===== src/rtl/vote_pkg.sv =====
// Shared definitions for the voting tally stage: candidate indices, FSM states and reject codes.
package vote_pkg;

    localparam int NUM_CAND = 5;

    localparam logic [2:0] CAND_A = 3'd0;
    localparam logic [2:0] CAND_B = 3'd1;
    localparam logic [2:0] CAND_C = 3'd2;
    localparam logic [2:0] CAND_D = 3'd3;
    localparam logic [2:0] CAND_E = 3'd4;

    typedef enum logic [1:0] {
        ST_IDLE   = 2'd0,
        ST_OPEN   = 2'd1,
        ST_CLOSED = 2'd2
    } state_t;

    typedef enum logic [1:0] {
        REJ_OK    = 2'd0,
        REJ_CAND  = 2'd1,
        REJ_DUP   = 2'd2,
        REJ_RANGE = 2'd3
    } rej_t;

endpackage


===== src/rtl/voter_registry.sv =====
// One bit per voter ID recording "already voted" this session. Writes are posted one cycle
// and forwarded to the test port so a back-to-back ballot from the same ID sees the mark.
module voter_registry #(
    parameter int NUM_VOTERS = 16,
    parameter int VOTER_W    = 4
) (
    input  logic               clk,
    input  logic               rst,
    input  logic               clear,
    input  logic [VOTER_W-1:0] test_id,
    output logic               test_hit,
    input  logic               set_en,
    input  logic [VOTER_W-1:0] set_id
);

    logic [NUM_VOTERS-1:0] bits_q, bits_d;
    logic [NUM_VOTERS-1:0] test_oh, pend_oh;
    logic                  pend_q, pend_d;
    logic [VOTER_W-1:0]    pend_id_q, pend_id_d;

    generate
        for (genvar gi = 0; gi < NUM_VOTERS; gi++) begin : g_dec
            assign test_oh[gi] = (test_id == VOTER_W'(gi));
            assign pend_oh[gi] = pend_q && (pend_id_q == VOTER_W'(gi));
        end
    endgenerate

    // Pending write is folded into the lookup, so the posted write costs no bubble.
    assign test_hit = |(test_oh & (bits_q | pend_oh));

    always_comb begin
        bits_d    = bits_q | pend_oh;
        pend_d    = set_en;
        pend_id_d = set_id;
        if (clear) begin
            bits_d = '0;
            pend_d = 1'b0;
        end
    end

    always_ff @(posedge clk or negedge rst) begin
        if (!rst) begin
            bits_q    <= '0;
            pend_q    <= 1'b0;
            pend_id_q <= '0;
        end else begin
            bits_q    <= bits_d;
            pend_q    <= pend_d;
            pend_id_q <= pend_id_d;
        end
    end

endmodule


===== src/rtl/vote_tally.sv =====
// Session FSM, ballot handshake and saturating per-candidate tallies feeding the max-finder.
module vote_tally
    import vote_pkg::*;
#(
    parameter int NUM_VOTERS = 16,
    parameter int VOTER_W    = 4,
    parameter int CNT_W      = 32
) (
    input  logic               clk,
    input  logic               rst,
    input  logic               sess_open,
    input  logic               sess_close,
    input  logic               sess_clear,
    input  logic               vote_valid,
    input  logic [2:0]         vote_cand,
    input  logic [VOTER_W-1:0] voter_id,
    output logic               vote_ready,
    output logic               vote_ack,
    output logic [1:0]         vote_rej,
    output logic [CNT_W-1:0]   count_a,
    output logic [CNT_W-1:0]   count_b,
    output logic [CNT_W-1:0]   count_c,
    output logic [CNT_W-1:0]   count_d,
    output logic [CNT_W-1:0]   count_e,
    output logic [CNT_W-1:0]   total_votes,
    output logic               results_valid
);

    localparam logic [VOTER_W:0] NV_LIM = (VOTER_W + 1)'(NUM_VOTERS);

    state_t state_q, state_d;
    rej_t   rej_code;
    rej_t   rej_q, rej_d;
    logic   ack_q, ack_d;
    logic   take, accept, dup_hit, id_out;

    logic [CNT_W-1:0] total_q, total_d;
    logic [NUM_CAND-1:0][CNT_W-1:0] cnt_vec;

    always_comb begin
        state_d = state_q;
        if (sess_clear) begin
            state_d = ST_IDLE;
        end else begin
            case (state_q)
                ST_IDLE:  if (sess_open)  state_d = ST_OPEN;
                ST_OPEN:  if (sess_close) state_d = ST_CLOSED;
                default:  state_d = state_q;
            endcase
        end
    end

    assign vote_ready    = (state_q == ST_OPEN) && !sess_close && !sess_clear;
    assign results_valid = (state_q == ST_CLOSED);
    assign take          = vote_valid && vote_ready;
    assign id_out        = ({1'b0, voter_id} >= NV_LIM);

    voter_registry #(
        .NUM_VOTERS (NUM_VOTERS),
        .VOTER_W    (VOTER_W)
    ) u_registry (
        .clk      (clk),
        .rst      (rst),
        .clear    (sess_clear),
        .test_id  (voter_id),
        .test_hit (dup_hit),
        .set_en   (accept),
        .set_id   (voter_id)
    );

    always_comb begin
        rej_code = REJ_OK;
        if (id_out) begin
            rej_code = REJ_RANGE;
        end else if (vote_cand > CAND_E) begin
            rej_code = REJ_CAND;
        end else if (dup_hit) begin
            rej_code = REJ_DUP;
        end
    end

    assign accept = take && (rej_code == REJ_OK);

    always_comb begin
        ack_d = take;
        rej_d = take ? rej_code : REJ_OK;
    end

    generate
        for (genvar gi = 0; gi < NUM_CAND; gi++) begin : g_cnt
            logic [CNT_W-1:0] cnt_q, cnt_d;

            always_comb begin
                cnt_d = cnt_q;
                if (sess_clear) begin
                    cnt_d = '0;
                end else if (accept && (vote_cand == 3'(gi)) && (cnt_q != '1)) begin
                    cnt_d = cnt_q + CNT_W'(1);
                end
            end

            always_ff @(posedge clk or negedge rst) begin
                if (!rst) cnt_q <= '0;
                else      cnt_q <= cnt_d;
            end

            assign cnt_vec[gi] = cnt_q;
        end
    endgenerate

    always_comb begin
        total_d = total_q;
        if (sess_clear) begin
            total_d = '0;
        end else if (accept && (total_q != '1)) begin
            total_d = total_q + CNT_W'(1);
        end
    end

    always_ff @(posedge clk or negedge rst) begin
        if (!rst) begin
            state_q <= ST_IDLE;
            total_q <= '0;
            ack_q   <= 1'b0;
            rej_q   <= REJ_OK;
        end else begin
            state_q <= state_d;
            total_q <= total_d;
            ack_q   <= ack_d;
            rej_q   <= rej_d;
        end
    end

    assign vote_ack    = ack_q;
    assign vote_rej    = rej_q;
    assign total_votes = total_q;
    assign count_a     = cnt_vec[0];
    assign count_b     = cnt_vec[1];
    assign count_c     = cnt_vec[2];
    assign count_d     = cnt_vec[3];
    assign count_e     = cnt_vec[4];

endmodule


===== config.mk =====
export PLATFORM = sky130hd
export DESIGN_NAME = vote_tally
export DESIGN_NICKNAME = d
export VERILOG_FILES = /design/src/rtl/vote_pkg.sv /design/src/rtl/voter_registry.sv /design/src/rtl/vote_tally.sv
export SDC_FILE = /design/constraint.sdc
export NUM_CORES = 1
export LEC_CHECK = 0
export BUFFER_PORTS_ARGS = -buffer_cell sky130_fd_sc_hd__buf_4
export CORE_ASPECT_RATIO = 1.1
export CORE_MARGIN = 4
export CORE_UTILIZATION = 46
export DETAILED_ROUTE_END_ITERATION = 16
export GPL_TIMING_DRIVEN = 0
export PLACE_DENSITY = 0.67
export SLEW_MARGIN = 0
export SYNTH_ARGS = -nofsm -noshare
export SYNTH_HDL_FRONTEND = slang
export SYNTH_SLANG_ARGS = --single-unit

===== constraint.sdc =====
create_clock -name clk -period 3.95 [get_ports clk]
set_clock_uncertainty 0.2 [all_clocks]
set_input_delay 0.395 -clock clk [delete_from_list [all_inputs] [get_ports clk]]
set_output_delay 0.395 -clock clk [all_outputs]
set_load 0.05 [all_outputs]

==> results.md <==
* Initial antenna violation count at 0
* LEAKAGE at 6.91 nW
* Via Count at roughly 13k
* Max Fanout on Critical Path at 10
* Chip Width at approximately 170 um
* CP Depth at 12
* Core area at 26900 um^2
* Total CTS buffers at 25
* Worst setup endpoint: total_votes[14]
* Dpl hpwl at 28.6 mm
* Hold Path Class: in -> reg
* Internal power at ~0.004 W
* Post-CTS Setup Inserts at 0
* Share of cells above drive strength 1 at between 20% and 30%
* # IOs at 210
* Post-layout power at about 0.0052 W
* Clock Latency Late Sink at 0.53 ns
* Placed cells at approximately 2k
* Commonest cells post-synth: 218 x dfrtp_1, 125 x a21oi_1, 122 x nand2_1
* CP max-delay cell: dlygate4sd3_1
* Clk root buf: clkbuf_16
* ANT nets after route at 0
* Initial Util at about 47%
* Max_slew headroom at 11.5%
* R2r setup slk at 0.33 ns
* Status: finished, final reports clean
* Required time worst endpoint at roughly 4.2 ns
* Crit Path Class: in -> reg
* Gate Count Post-Synth at roughly 1.4k
* FILL cells at 2437
* Netlist cell types at 70
* Num rows at 63
* Seq pwr share at 42.8%
* Starting DRT DRC Count at 895
* Crit share post-route at between 90 and 100%
* Top post-synthesis cells by area: dfrtp_1 43%, a21oi_1 5.0%, nand3_1 4.8%
* Via count of the first global-routing pass at between 10k and 15k
* Sequential share of the synthesized area at between 40% and 50%
* Remaining DRCs at 0
* Layout area overhead at 25.2%
* CTS max path bufs at 3
* Final Setup Violations at 0
* Die area at roughly 30000 um^2
* Post-synth EDFFs at 0
* Post-Syn Nets at ~1.4k
* Port bufs at about 210
* Final WL at 40.1 mm
* Post-synthesis average cell area at approximately 8.8 um^2
* CTS tree: yes
* Count leader, synth: dfrtp_1
* Worst r2r src: count_b[0]
* Vias per inst at between 6 and 7
* Combinational share of power at 4.2%
* Post-synth top flop: dfrtp_1
* Slowest stage delay, CP at about 0.53 ns
* Tot GR Track Use at between 20% and 30%
* Post-synth top area share at a little over two fifths
* GPL Wtd Cong at roughly 0.89
* Global-route wire length before repair at between 60 and 70 mm
* Max Cap Viol at 0
* Clk sinks at 218
* Crit path from: voter_id[1]
* RSZ-0062 raised after global routing: no
* TNS Setup at 0 ns
* Synth async-reset ratio at 100%
* Startpoint Class: primary input
* Die Y-Extent at roughly 180 um
* Worst path top cell family by delay: buffers and inverters
* Worst Path Buf+Inv at 5
* Cell taking the most area after synthesis: dfrtp_1
* Final #Nets at about 1.7k
* Switch share at between 20 and 25%
* Gr ovfl total at 0
* Clk slew on worst S/H paths at 0.06 ns
* Worst VDD drop at ~260 uV
* Diodes inserted at 0
* #FFs+latches synth at between 200 and 250
* WL per Instance at around 20 um
* Critical-path cell list: dlygate4sd3_1, buf_4, clkbuf_1, xor2_1, a211oi_1, a31oi_2, o211ai_1, or3_1, buf_6, buf_2, nor4_1, mux2_2
* Setup crit end kind: flop
* Largest net degree at the start of global routing at roughly 120
* H-tree depth at 1
* Pwr dens at 334 nW/um^2
* Reg2Reg Depth at 11
* Worst-Margin Slew at between 1 and 1.5 ns
* Pre-antenna DRT Iters at 7
* CP Data Arrival Time at about 4.0 ns
* Ys Warns at 0
* Reg-to-reg critical path endpoint: count_b[29]
* Fin crit period at 3.74 ns
* Fin cells at ~2.0k
* Synth Cell Area at approximately 13000 um^2
* Final Hold Vio Count at 0
* Achievable Freq at 0.267 GHz
* Clock share of power at around 53%
* Pins Over Slew Limit at 0
* NetSw at 0.00114 W
## power by group through the flow
stage	logic, W	registers [W]	clock network (W)
after floorplan	0.0000918	0.00229	0
after global placement	0.000206	0.00228	0
after detailed placement	0.000214	0.00228	0
after CTS	0.000222	0.00224	0.00281
after global routing	0.000243	0.00224	0.00289
final	0.000219	0.00224	0.00278
## state kept, by name, indices dropped and copies added (netlist names), 4 cells and up
name                  flops
u_registry.pend_id_q      4
count_a                  32
count_b                  32
total_votes              32
count_d                  32
count_e                  32
count_c                  32
u_registry.bits_q        16
## area by class of cell
type / instances / area, um^2 / area share (%)
plain buffers: 78 / 377 / 2.40
clock buffers: 34 / 729 / 4.64
clock inverters: 11 / 255 / 1.62
inverters: 31 / 116 / 0.741
multi-input cells: 1095 / 6600 / 42.0
flip-flops and latches: 218 / 5460 / 34.7
well taps: 357 / 447 / 2.84
repair buffers: 221 / 1730 / 11.0
## kinds of logic (layout without fill, tap and decap cells)
logic type	after synthesis	after routing	synth area share (%)
XOR/XNOR	4	4	0.279
AND/OR/NAND/NOR	696	696	30.4
buffers and inverters	109	375	3.93
AO/OA/AOI/OAI	365	365	19.1
multiplexers	24	24	2.14
adder cells (fa/ha/maj)	6	6	0.598
flip-flops	218	218	43.5
## worst min-delay path: cells and delay by family
kind	cells	cell delay, ns
and+or+nand+nor	2	0.34
buffers and inverters	1	0.10
## how the worst min path moves through the flow
stage / startpoint / to / cells past startpoint
after floorplan: rst / count_a[0] / 0
after global placement: u_registry.bits_q[0] / u_registry.bits_q[0] / 2
after detailed placement: u_registry.bits_q[12] / u_registry.bits_q[12] / 2
after CTS: vote_cand[0] / vote_rej[0] / 3
after global routing: vote_cand[0] / vote_rej[0] / 3
final: vote_cand[0] / vote_rej[0] / 3
## cell usage in the layout (no fill, tap or decap), types with 30 or more instances in the layout
| cell | synthesis | final |
|---|---|---|
| dfrtp_1 | 218 | 218 |
| buf_4 | 1 | 209 |
| a21oi_1 | 125 | 125 |
| nand2_1 | 122 | 122 |
| nand3_1 | 121 | 121 |
| nor2_1 | 90 | 90 |
| o21ai_0 | 57 | 57 |
| or3_1 | 52 | 52 |
| nand4_1 | 51 | 51 |
| or4_1 | 50 | 50 |
| a21o_1 | 50 | 50 |
| clkbuf_1 | 45 | 47 |
| o31ai_1 | 42 | 42 |
| and3_1 | 32 | 32 |
| inv_1 | 30 | 30 |
| or2_2 | 30 | 30 |
## per-stage QoR
stage               setup WS [ns]  utilization (%)  cell area [um^2]  hold WS [ns]
detailed placement         0.0990             54.4             14600         0.274
CTS                        0.0346             58.4             15700         0.109
global placement           0.0260             54.2             14600         0.266
finish                      0.205             58.4             15700         0.142
global route              0.00962             58.4             15700         0.132
floorplan                   0.399                -             12500        -0.101
## timing repair
action,CTS,global route
endpoints found under the hold margin,124,0
setup endpoints to repair,0,31
gates resized for setup,0,1
hold buffers,9,0
## routing by layer
metal	track usage (%)	part of all wire, %	vias up
met4	6.60	2.4	0
met1	36.5	43	6157
met3	4.52	7.2	79
met5	0	0	-
met2	41.6	47	432
li1	-	-	5870
No activity file was read; power rests on OpenSTA's default activity.
